`config.mk`:
```
export PLATFORM = sky130hd
export DESIGN_NAME = ring_buffer_wr_arbiter_flat
export DESIGN_NICKNAME = d
export VERILOG_FILES = /design/src/rtl/ring_buffer_wr_arbiter_if.sv /design/src/rtl/ring_buffer_wr_arbiter.sv /design/src/flat_wrapper.sv
export SDC_FILE = /design/constraint.sdc
export NUM_CORES = 1
export LEC_CHECK = 0
export CAP_MARGIN = 10
export CORE_MARGIN = 4
export CORE_UTILIZATION = 30
export CTS_CLUSTER_SIZE = 30
export DETAILED_ROUTE_END_ITERATION = 6
export PLACE_DENSITY_LB_ADDON = 0.05
export SLEW_MARGIN = 10
export SYNTH_ARGS = -nofsm -noshare
export SYNTH_HDL_FRONTEND = slang
export SYNTH_SLANG_ARGS = --single-unit
```
`constraint.sdc`:
```
create_clock -name clk -period 2.4 [get_ports clk]
set_input_delay 0.24 -clock clk [delete_from_list [all_inputs] [get_ports clk]]
set_output_delay 0.24 -clock clk [all_outputs]
set_load 0.02 [all_outputs]
```
`src/rtl/ring_buffer_wr_arbiter_if.sv`:
```
// Producer-side and ring_buffer write-side signals of the write arbiter.
// The master modport is the producers plus ring_buffer; the slave modport is the arbiter.
interface ring_buffer_wr_arbiter_if #(
    parameter int DATA_WIDTH = 32,
    parameter int NUM_REQ    = 4
);
    logic [NUM_REQ-1:0]            req_valid;
    logic [NUM_REQ-1:0]            req_last;
    logic [NUM_REQ*DATA_WIDTH-1:0] req_data;
    logic [NUM_REQ-1:0]            req_ready;
    logic                          full_flag;
    logic                          wen;
    logic [DATA_WIDTH-1:0]         din;

    modport master (
        output req_valid, req_last, req_data, full_flag,
        input  req_ready, wen, din
    );

    modport slave (
        input  req_valid, req_last, req_data, full_flag,
        output req_ready, wen, din
    );
endinterface

```
`src/rtl/ring_buffer_wr_arbiter.sv`:
```
// Round-robin, burst-locking arbiter sharing the ring_buffer write port among NUM_REQ producers.
// One producer owns the port per burst; a burst ends on last or after MAX_BURST beats.
module ring_buffer_wr_arbiter #(
    parameter int DATA_WIDTH = 32,
    parameter int NUM_REQ    = 4,
    parameter int MAX_BURST  = 16
) (
    input  logic                       clk,
    input  logic                       rst,
    ring_buffer_wr_arbiter_if.slave    bus,
    output logic                       grant_valid,
    output logic [$clog2(NUM_REQ)-1:0] grant_id,
    output logic                       forced_release
);
    localparam int ID_W  = $clog2(NUM_REQ);
    localparam int CNT_W = $clog2(MAX_BURST) + 1;

    typedef enum logic {IDLE = 1'b0, BURST = 1'b1} state_t;

    state_t                state, state_nxt;
    logic [ID_W-1:0]       rr_ptr;
    logic [ID_W-1:0]       pick_id;
    logic [CNT_W-1:0]      beat_cnt;
    logic                  any_valid;
    logic                  sel_valid;
    logic                  sel_last;
    logic [DATA_WIDTH-1:0] sel_data;
    logic                  accept;
    logic                  burst_end;

    // First valid index at or above ptr, wrapping; lowest offset wins.
    function automatic logic [ID_W-1:0] rr_pick(input logic [NUM_REQ-1:0] valid,
                                                 input logic [ID_W-1:0]    ptr);
        int idx;
        rr_pick = ptr;
        for (int k = NUM_REQ - 1; k >= 0; k--) begin
            idx = int'(ptr) + k;
            if (idx >= NUM_REQ) idx = idx - NUM_REQ;
            if (valid[ID_W'(idx)]) rr_pick = ID_W'(idx);
        end
    endfunction

    always_comb begin
        sel_valid = 1'b0;
        sel_last  = 1'b0;
        sel_data  = '0;
        for (int i = 0; i < NUM_REQ; i++) begin
            if (grant_id == ID_W'(i)) begin
                sel_valid = bus.req_valid[i];
                sel_last  = bus.req_last[i];
                sel_data  = bus.req_data[i*DATA_WIDTH +: DATA_WIDTH];
            end
        end
    end

    assign any_valid = |bus.req_valid;
    assign pick_id   = rr_pick(bus.req_valid, rr_ptr);
    assign accept    = (state == BURST) && sel_valid && !bus.full_flag;
    // Simultaneous last and MAX_BURST counts as a normal last end.
    assign burst_end = accept && (sel_last || (beat_cnt == CNT_W'(MAX_BURST - 1)));

    always_ff @(posedge clk or negedge rst) begin
        if (!rst) state <= IDLE;
        else      state <= state_nxt;
    end

    always_comb begin
        state_nxt = state;
        case (state)
            IDLE:    if (any_valid) state_nxt = BURST;
            BURST:   if (burst_end) state_nxt = IDLE;
            default: state_nxt = IDLE;
        endcase
    end

    always_comb begin
        bus.req_ready = '0;
        bus.wen       = 1'b0;
        bus.din       = '0;
        if (state == BURST) begin
            for (int i = 0; i < NUM_REQ; i++) begin
                if (grant_id == ID_W'(i)) bus.req_ready[i] = !bus.full_flag;
            end
        end
        if (accept) begin
            bus.wen = 1'b1;
            bus.din = sel_data;
        end
    end

    assign grant_valid = (state == BURST);

    always_ff @(posedge clk or negedge rst) begin
        if (!rst) begin
            rr_ptr         <= '0;
            grant_id       <= '0;
            beat_cnt       <= '0;
            forced_release <= 1'b0;
        end else begin
            forced_release <= burst_end && !sel_last;
            case (state)
                IDLE: begin
                    beat_cnt <= '0;
                    if (any_valid) grant_id <= pick_id;
                end
                BURST: begin
                    if (burst_end) begin
                        beat_cnt <= '0;
                        rr_ptr   <= (grant_id == ID_W'(NUM_REQ - 1)) ? '0 : grant_id + ID_W'(1);
                    end else if (accept) begin
                        beat_cnt <= beat_cnt + CNT_W'(1);
                    end
                end
                default: beat_cnt <= '0;
            endcase
        end
    end
endmodule

```
`src/flat_wrapper.sv`:
```
// flat-port wrapper written by rule: the top's interface ports become plain ports
module ring_buffer_wr_arbiter_flat 
#(
    parameter int DATA_WIDTH = 32,
    parameter int NUM_REQ    = 4,
    parameter int MAX_BURST  = 16
)
  (clk, rst, grant_valid, grant_id, forced_release, bus_req_valid, bus_req_last, bus_req_data, bus_full_flag, bus_req_ready, bus_wen, bus_din);
  ring_buffer_wr_arbiter_if #(.DATA_WIDTH(DATA_WIDTH), .NUM_REQ(NUM_REQ)) bus_i ();
  input  logic clk;
  input  logic rst;
  output logic grant_valid;
  output logic [$clog2(NUM_REQ)-1:0] grant_id;
  output logic forced_release;
  input wire logic [$bits(bus_i.req_valid)-1:0] bus_req_valid;
  input wire logic [$bits(bus_i.req_last)-1:0] bus_req_last;
  input wire logic [$bits(bus_i.req_data)-1:0] bus_req_data;
  input wire logic [$bits(bus_i.full_flag)-1:0] bus_full_flag;
  output wire logic [$bits(bus_i.req_ready)-1:0] bus_req_ready;
  output wire logic [$bits(bus_i.wen)-1:0] bus_wen;
  output wire logic [$bits(bus_i.din)-1:0] bus_din;
  assign bus_i.req_valid = bus_req_valid;
  assign bus_i.req_last = bus_req_last;
  assign bus_i.req_data = bus_req_data;
  assign bus_i.full_flag = bus_full_flag;
  assign bus_req_ready = bus_i.req_ready;
  assign bus_wen = bus_i.wen;
  assign bus_din = bus_i.din;
  ring_buffer_wr_arbiter #(.DATA_WIDTH(DATA_WIDTH), .NUM_REQ(NUM_REQ), .MAX_BURST(MAX_BURST)) u_core (.clk(clk), .rst(rst), .bus(bus_i), .grant_valid(grant_valid), .grant_id(grant_id), .forced_release(forced_release));
endmodule
```
==> impl_metrics.json, run 1 <==
{
  "outcome": "finished clean",
  "maxCapViolCount": 0,
  "synth_top_cells_by_area": "a221oi_1 (16%), dfrtp_1 (15%), nor2b_1 (12%)",
  "numCtsBuffers": 3,
  "routed_wl_um": 8340,
  "slew_headroom_pct": 67.1,
  "layout-drive-gt1-share_pct": 18.8,
  "ys_types": 35,
  "critPathMaxFanout": 13,
  "grt_first_pass_wirelength_um": 12500,
  "place.gp.congestion": 0.874,
  "dieArea_um2": 7400,
  "wl_per_cell_um": 16.0,
  "drt-initial-drc-count": 98,
  "synth_area_per_cell_um2": 6.71,
  "ys.flop_type": "dfrtp_1",
  "ctsHoldBuffers": 0,
  "synth_warnings": 0,
  "port_buffers": 179,
  "seq_area_frac_synth_pct": 15.1,
  "synth_xor_area_share_pct": 0,
  "cts_num_sinks": 11,
  "synth.cell_area_um2": 1830,
  "power.total_mw": 3.50,
  "clockBufferDepth": 2,
  "synth-simple-area-share_pct": 37.2,
  "dr.pass1.iters": 4,
  "min_period_ns": 2.36,
  "reg2reg_from": "u_core.grant_id[0]",
  "final_cells": 521,
  "crit_end": "bus_din[2]",
  "cp-start-kind": "flip-flop",
  "synth.area.mux_share_pct": 1.23,
  "synthCells": 272,
  "max_slew.worst_pin.slew_ns": 0.492,
  "synth_top_family_by_area": "simple AND/OR/NAND/NOR gates",
  "grt_max_degree": 39,
  "gr-total-overflow": 0,
  "synth_largest_area_cell": "a221oi_1",
  "dp_cells": 517,
  "remaining_drc_errors": 0,
  "antenna_found_initial": 0,
  "rr_endpoint": "u_core.beat_cnt[2]",
  "p_per_area_nw_per_um2": 918,
  "yosys.area_share.adder_pct": 4.11,
  "vias_per_cell": 5.23,
  "vdd_drop_max_mv": 0.452,
  "fin_crit_sh_pct": 98.3,
  "synth_edf_count": 0,
  "num_rows": 28,
  "worstPathRequired_ns": 2.16,
  "die_h_um": 86.0,
  "max_freq_ghz": 0.424,
  "syn_nets": 417,
  "clk_pin_slew_worst_paths_ns": 0.05,
  "synth_top_area_share_pct": 15.8,
  "synth_compound_area_share_pct": 33.3,
  "hpwl_um": 6480,
  "start_util_pct": 30.8,
  "cts-root-buf": "clkbuf_8",
  "crit_type": "reg -> out",
  "worstPathArrival_ns": 2.12,
  "hp-class": "in -> async",
  "cp-startpoint": "u_core.grant_id[0]",
  "fin_skew_ns": 0.00582,
  "final_net_count": 592,
  "p_leak_nw": 1.52,
  "cts_tree": "done",
  "coreArea_um2": 5920,
  "setup_viol": 0,
  "track_usage_pct": 20.7,
  "h-tree-depth": 1,
  "async_reset_ff_share_pct": 100,
  "vias": 2724,
  "clk_latency_ns": 0.24,
  "n_antenna_cell": 0,
  "ioPinCount": 180,
  "final-hold-violation-count": 0,
  "areaGrowthSynthToFinish_pct": 109,
  "ys_ff_latch": 11,
  "grt_setup_unrepaired": "true",
  "fin_tns_setup_ns": 0,
  "rrSetupSlack_ns": 0.23,
  "critPathCaptureType": "primary output",
  "first_global_vias": 2555,
  "drv_slew": 0,
  "reg2reg_depth": 8,
  "ant_nets": 0,
  "die_w_um": 86.0
}
## stage by stage
step	utilization, %	setup slack, ns	hold WS [ns]	area [um^2]
6_report	64.5	0.0397	0.331	3820
5_1_grt	64.5	-0.0540	0.389	3820
4_1_cts	65.0	0.00204	0.356	3850
3_5_place_dp	64.0	-0.0769	0.512	3790
3_3_place_gp	64.0	-0.0561	0.504	3790
2_1_floorplan	-	0.0571	-0.0556	1830
## worst max-delay path, cell delays in order (launching register included)
cell	delay, ns
dfrtp_1	0.42
inv_2	0.12
ha_2	0.22
nand3b_1	0.10
a221oi_2	0.32
o21ai_4	0.11
buf_12	0.16
nor2_1	0.10
clkdlybuf4s15_1	0.33
## synthesized netlist by cell type, drive strengths merged (3+ instances only)
master / n
nand3: 4
nor2: 36
nor3: 35
buf: 6
clkbuf: 23
nand3b: 3
o21ai: 4
a221oi: 34
nor2b: 35
inv: 8
a21oi: 38
nand2: 3
ha: 6
dfrtp: 11
and2: 5
## flip-flops by register name, indices dropped and copies added (netlist names)
register               flops
u_core.rr_ptr              2
u_core.beat_cnt            5
u_core.forced_release      1
u_core.grant_id            2
u_core.grant_valid         1
## worst min path at each step
stage,endpoint,cells past startpoint,slack [ns],start
floorplan,u_core.beat_cnt[0],0,-0.06,rst
global route,u_core.beat_cnt[1],1,0.39,rst
global placement,u_core.beat_cnt[4],2,0.50,u_core.beat_cnt[4]
finish,u_core.beat_cnt[2],1,0.33,rst
CTS,u_core.beat_cnt[2],1,0.36,rst
detailed placement,u_core.beat_cnt[0],1,0.51,u_core.beat_cnt[0]
## layout make-up
class	instances	area, um^2
repair buffers	199	1860
well taps	75	93.8
multi-input cells	224	1520
fillers	542	2100
inverters	8	30.0
clock buffers	4	45.0
flip-flops and latches	11	275
## routing by layer
| layer | vias to the layer above | global-route usage [%] | share of wire (%) |
|---|---|---|---|
| li1 | 1356 | - | - |
| met1 | 1244 | 24.5 | 38 |
| met2 | 114 | 36.7 | 52 |
| met3 | 10 | 7.11 | 9.2 |
| met4 | 0 | 2.88 | 1.1 |
| met5 | - | 0 | 0 |
## timing repair
action	in CTS	in global routing
endpoints found under the setup margin	33	39
setup buffers	0	0
pin swaps	1	1
gates resized for setup	72	66
endpoints found under the hold margin	0	0
## layout by cell type (no fill, tap or decap), types with 5 or more instances in the layout
master / instances
dfrtp_1: 11
clkdlybuf4s50_1: 146
nor2_1: 36
a21oi_1: 38
nor3_1: 33
inv_1: 6
buf_4: 13
nor2b_1: 34
buf_2: 15
a221oi_1: 21
a221oi_2: 13
clkbuf_2: 15
and2_1: 5
## cell families after synthesis
kind of cell               count (synthesis)
AOI/OAI and AO/OA                         87
adders and majority gates                  6
buffers and inverters                     37
DFF                                       11
muxes                                      2
and+or+nand+nor                          129
## power by group
part | internal, mW | switching, mW | total, mW
Clock | 0.117 | 0.0696 | 0.186
Combinational | 1.41 | 1.58 | 2.99
Sequential | 0.251 | 0.0712 | 0.322
Power figures use the tool's default switching activity.
==> inputs of run 2 (changes only) <==
Settings changed: TNS_END_PERCENT set to 100.
==> results of run 2 <==
Final layout, timing and power as in run 1 (identical DEF).
==> inputs of run 3 (changes only) <==
Settings changed: CAP_MARGIN 10 to unset, SLEW_MARGIN 10 to 40.
==> results of run 3 <==
Final layout, timing and power as in run 1 (identical DEF).
